===== config.mk =====
export PLATFORM = sky130hd
export DESIGN_NAME = priority_encoder_rr
export DESIGN_NICKNAME = d
export VERILOG_FILES = /design/src/rtl/pe_pkg.sv /design/src/rtl/priority_encoder_rr_select.sv /design/src/rtl/priority_encoder_rr.sv
export SDC_FILE = /design/constraint.sdc
export NUM_CORES = 1
export LEC_CHECK = 0
export ABC_AREA = 0
export CORE_ASPECT_RATIO = 2
export CORE_MARGIN = 2
export CORE_UTILIZATION = 55
export CTS_CLUSTER_DIAMETER = 150
export DETAILED_ROUTE_END_ITERATION = 10
export GPL_TIMING_DRIVEN = 1
export PLACE_DENSITY = 0.91
export REMOVE_ABC_BUFFERS = 1
export SLEW_MARGIN = 20
export SYNTH_ARGS = -nofsm -noshare
export SYNTH_HDL_FRONTEND = slang
export SYNTH_HIERARCHICAL = 1
export SYNTH_SLANG_ARGS = --single-unit

===== constraint.sdc =====
create_clock -name clk -period 8.61 [get_ports clk]
set_input_delay 1.722 -clock clk [delete_from_list [all_inputs] [get_ports clk]]
set_output_delay 1.722 -clock clk [all_outputs]
set_load 0.02 [all_outputs]

===== src/rtl/pe_pkg.sv =====
// Shared constants and helpers for the registered round-robin priority encoder.
package pe_pkg;

    localparam logic PE_MODE_FIXED = 1'b0;
    localparam logic PE_MODE_RR    = 1'b1;

    // Ceiling log2 with a floor of 1 so a single-source encoder still has a code bit.
    function automatic int unsigned pe_clog2_min1(input int unsigned n);
        int unsigned w;
        w = 0;
        for (int unsigned i = 0; i < 32; i++) begin
            if ((32'd1 << i) < n) w = i + 32'd1;
        end
        return (w == 0) ? 32'd1 : w;
    endfunction

endpackage


===== src/rtl/priority_encoder_rr_select.sv =====
// Combinational first-set-bit finder scanning downward from a start index with wrap.
module pe_prio_select
    import pe_pkg::*;
#(
    parameter  int unsigned N_IN   = 8,
    localparam int unsigned CODE_W = pe_clog2_min1(N_IN)
) (
    input  logic [N_IN-1:0]   vec_in,
    input  logic [CODE_W-1:0] start_in,
    output logic              found_c,
    output logic [CODE_W-1:0] index_c
);

    // Walk from farthest to nearest so the bit closest to start_in is written last.
    always_comb begin : scan
        int idx;
        found_c = 1'b0;
        index_c = '0;
        idx     = 0;
        for (int k = int'(N_IN) - 1; k >= 0; k--) begin
            idx = int'(start_in) - k;
            if (idx < 0) idx = idx + int'(N_IN);
            if (vec_in[CODE_W'(idx)]) begin
                found_c = 1'b1;
                index_c = CODE_W'(idx);
            end
        end
    end

endmodule


===== src/rtl/priority_encoder_rr.sv =====
// Registered priority encoder with sticky pending bits, valid/ready output, fixed or round-robin mode.
// Define PE_EDGE_DETECT_EN to latch only rising edges of req_in.
module priority_encoder_rr
    import pe_pkg::*;
#(
    parameter  int unsigned N_IN   = 8,
    localparam int unsigned CODE_W = pe_clog2_min1(N_IN)
) (
    input  logic              clk,
    input  logic              rst_n,
    input  logic [N_IN-1:0]   req_in,
    input  logic [N_IN-1:0]   mask_in,
    input  logic              rr_mode,
    output logic [CODE_W-1:0] code_out,
    output logic              valid_out,
    input  logic              ready_in,
    output logic [N_IN-1:0]   pending_out
);

    localparam logic [CODE_W-1:0] TOP_IDX = CODE_W'(N_IN - 1);

    logic [CODE_W-1:0] ptr_q;
    logic [N_IN-1:0]   set_c;
    logic [N_IN-1:0]   clr_c;
    logic [N_IN-1:0]   eligible_c;
    logic [CODE_W-1:0] start_c;
    logic              accept_c;
    logic              load_c;
    logic              found_c;
    logic [CODE_W-1:0] sel_c;

`ifdef PE_EDGE_DETECT_EN
    logic [N_IN-1:0] req_q;

    always_ff @(posedge clk or negedge rst_n) begin
        if (!rst_n) req_q <= '0;
        else        req_q <= req_in;
    end

    assign set_c = req_in & ~req_q & mask_in;
`else
    assign set_c = req_in & mask_in;
`endif

    // The grant being accepted this cycle is excluded so it cannot be offered twice.
    assign accept_c   = valid_out && ready_in;
    assign clr_c      = accept_c ? (N_IN'(1) << code_out) : '0;
    assign eligible_c = pending_out & mask_in & ~clr_c;
    assign start_c    = (rr_mode == PE_MODE_RR) ? ptr_q : TOP_IDX;
    assign load_c     = !valid_out || ready_in;

    pe_prio_select #(.N_IN(N_IN)) u_select (
        .vec_in   (eligible_c),
        .start_in (start_c),
        .found_c  (found_c),
        .index_c  (sel_c)
    );

    always_ff @(posedge clk or negedge rst_n) begin
        if (!rst_n) begin
            pending_out <= '0;
            valid_out   <= 1'b0;
            code_out    <= '0;
            ptr_q       <= TOP_IDX;
        end else begin
            pending_out <= (pending_out & ~clr_c) | set_c;
            if (load_c) begin
                valid_out <= found_c;
                code_out  <= found_c ? sel_c : '0;
            end
            if (accept_c && (rr_mode == PE_MODE_RR)) begin
                ptr_q <= (code_out == '0) ? TOP_IDX : CODE_W'(code_out - CODE_W'(1));
            end
        end
    end

endmodule


==> metrics.md <==
| Metric | Value |
|---|---|
| Run status | finished, final reports clean |
| Number of antenna violations at the first check in global routing | 0 |
| CTS tree | yes |
| Warnings, synthesis | 6 |
| Most instantiated library cell after synthesis | sky130_fd_sc_hd__nand2_1 |
| Source-to-sink clock delay at the later pin of the worst-skew pair | 250 ps |
| Die height | 78.7 um |
| Post-synth ARST share | 1.00 |
| Setup repair after global routing missed its margin | false |
| Count of antenna diodes in the layout | 0 |
| Max VDD drop | 220 uV |
| Capturing element type of the critical path | flop |
| Number of slew-limit violations in the final report | 0 |
| Grt ovf | 0 |
| Final period utilization | 0.572 |
| Maximum number of pins on one net before global-route repair | 19 |
| Post-detailed-routing wire length | 4.33 mm |
| Gr usage total | 0.316 |
| Drt first-iter violations | 57 |
| Count of H-tree levels built during CTS | 1 |
| Headroom to the max-slew limit | 0.470 |
| Number of cells traversed by the worst hold path | 2 |
| Detailed-route vias per instance | 6.41 |
| Row count | 27 |
| WHS | 544 ps |
| Avg Cell Area, Syn | 8.62 um2 |
| Initial standard-cell utilization of the core | 0.568 |
| Post-CTS setup-driven buffer insertion count | 0 |
| Post-route DRC violation count | 0 |
| Startpoint kind of the worst setup timing path | input pin |
| Inserted Clock Buffers | 3 |
| Top cells by area, synth | sky130_fd_sc_hd__dfrtp_1 (20%), sky130_fd_sc_hd__mux4_1 (10%), sky130_fd_sc_hd__nand2_1 (6.1%) |
| Via total after detailed routing | 1513 |
| CTS sink cnt | 15 |
| Die area | 0.00325 mm2 |
| Most frequent cells after synthesis | sky130_fd_sc_hd__nand2_1 (25), sky130_fd_sc_hd__inv_1 (20), sky130_fd_sc_hd__nor2_1 (18), sky130_fd_sc_hd__o21ai_0 (17), sky130_fd_sc_hd__dfrtp_1 (12) |
| Worst setup timing slack at the placement stage | 3440 ps |
| Origin of the worst setup path | rr_mode |
| Hold Path Origin | pending_out[6] |
| Sequential-to-total area share from yosys stat | 0.247 |
| Post-route clock skew | 2.76 ps |
| Post-CTS sizing | 0 |
| Pin slew with the least headroom to its limit | 795 ps |
| Horizontal die dimension | 41.3 um |
| Largest stage delay, worst path | 590 ps |
| Shortest clock period the worst path allows after layout | 4930 ps |
| Root cell of the clock tree | sky130_fd_sc_hd__clkbuf_8 |
| Critical setup path kind | input pin to flop |
| Cell repeated most along the worst path | sky130_fd_sc_hd__o21ai_0 |
| Routed len/inst | 18.3 um |
| Count of maximum capacitance violations | 0 |
| Via count of the first global-routing pass | 1545 |
| Yosys reg bits | 15 |
| Max Fclk | 0.203 GHz |
| Global-route wire length before repair | 6.96 mm |
| Final Instance Area | 0.00189 mm2 |
| Leak | 0.820 nW |
| Launch instance of the worst register-to-register path | ptr_q[1] |
| Setup crit end | code_out[0] |
| Total Power Consumption | 0.705 mW |
| Post-detailed-placement half-perimeter wirelength | 3.37 mm |
| Worst setup margin | 3680 ps |
| Hold Vio Cnt, Final | 0 |
| Arrival time of the worst setup path | 5050 ps |
| Length in cells of the worst reg-to-reg path | 11 |
| Final net count | 235 |
| Clock Tree Buf Depth | 2 |
| Share of the synthesized area in the top cell type | 0.196 |
| CORE AREA | 0.00270 mm2 |
| Fill cells | 212 |
| Mapped Area | 0.00153 mm2 |
| Fraction of final layout cells sized beyond drive strength 1 | 0.0821 |
| Setup violation total in the final timing report | 0 |
| Synth Flop Type | sky130_fd_sc_hd__dfrtp_1 |
| Synth area leader | sky130_fd_sc_hd__dfrtp_1 |
| Hold buffer count at CTS | 0 |
| Largest driver fanout on the critical path | 18 |
| Capturing point of the worst reg2reg path | code_out[0] |
| Slack of the worst reg-to-reg path | 5040 ps |
| Placement Cell Area | 0.00184 mm2 |
| Cell Chain, Critical Path | clkdlybuf4s50_1, nand2b_1, inv_1, ha_1, mux4_2, mux2_4, o21ai_0, a21boi_0, o21ai_0, mux2_2, nand2_1, o21ai_0 |
| CTS clock-pin slew for the worst setup and hold paths | 60 ps |
| Count of flip-flops with a built-in enable after synthesis | 0 |
| Worst Hold Class | flop to flop |
| Remaining antenna violation count after routing | 0 |
| Total of buffers placed on input and output ports | 31 |
| Power density over the cells | 374 mW/mm2 |
| Synth cell types | 45 |
| Top-Level Pins | 32 |
| Synthesis-to-layout area growth | 22.9% |
| Sum of negative setup slack | 0 ps |
| Crit path required time | 8730 ps |
| Critical path's slowest cell | sky130_fd_sc_hd__nand2b_1 |
| Number of optimization iterations in the first detailed-route pass | 4 |
| Global placement routability congestion | 1.02 |
| Instance count of the mapped netlist | 178 |
==> cells by family (layout without fill, tap and decap cells) <==
family	count (synthesis)	after routing	synth area share
multiplexers	21	21	0.244
XOR/XNOR	3	3	0.0171
flip-flops	15	15	0.247
AND/OR/NAND/NOR	66	66	0.199
AO/OA/AOI/OAI	39	39	0.158
adder cells (fa/ha/maj)	7	7	0.0571
buffers and inverters	27	56	0.0775
==> how the worst min path moves through the flow <==
stage | to | slack, ps
after floorplan | ptr_q[1] | 480
after global placement | ptr_q[0] | 490
after detailed placement | pending_out[3] | 530
after CTS | ptr_q[1] | 550
after global routing | ptr_q[1] | 570
final | pending_out[6] | 540
==> cell type report <==
type,instances,area (um2),share of cell area
Tap cell,29,36.3,0.0192
Multi-Input combinational cell,136,1040,0.549
Inverter,21,78.8,0.0418
Clock buffer,4,45.0,0.0239
Timing Repair Buffer,31,310,0.165
Sequential cell,15,379,0.201
==> power breakdown <==
| part | leakage (nW) | internal, mW | switching [mW] |
|---|---|---|---|
| clock | 0.0228 | 0.0328 | 0.0246 |
| combinational | 0.643 | 0.224 | 0.289 |
| sequential | 0.154 | 0.107 | 0.0274 |
| total | 0.820 | 0.363 | 0.341 |
==> stage by stage <==
step,util,instances
6_report,0.698,236
5_1_grt,0.698,236
4_1_cts,0.698,236
3_5_place_dp,0.681,232
3_3_place_gp,0.681,232
2_1_floorplan,-,172
==> registers in the layout, indices dropped and copies added (netlist names) <==
signal,flops
ptr_q,3
pending_out,8
valid_out,1
code_out,3
==> metal layers <==
metal / part of all wire / up-vias / track usage
li1: - / 694 / -
met1: 0.34 / 722 / 0.317
met2: 0.57 / 71 / 0.578
met3: 0.031 / 26 / 0.0254
met4: 0.058 / 0 / 0.148
met5: 0 / - / 0
==> critical path, delay by kind of cell <==
kind | cells | cell delay, ps
multiplexers | 3 | 1060
AO/OA/AOI/OAI | 4 | 480
buffers and inverters | 2 | 670
adder cells (fa/ha/maj) | 1 | 450
AND/OR/NAND/NOR | 2 | 650
==> placed cells by master (no fill, tap or decap), drive strengths merged, types with 2 or more instances in the layout <==
master         synthesis  final
mux2                   4      4
o21a                   2      2
clkbuf                 2      4
clkdlybuf4s50          0     31
nand3b                 2      2
dfstp                  3      3
nand3                  8      8
nor2b                  2      2
nand2b                 2      2
dfrtp                 12     12
xnor2                  2      2
o22ai                  3      3
nand2                 25     25
a21oi                  5      5
mux4                  10     10
or2b                   2      2
a31oi                  3      3
o21ai                 17     17
inv                   20     20
mux2i                  7      7
ha                     7      7
nor2                  18     18
(Power assumes the default switching activity.)
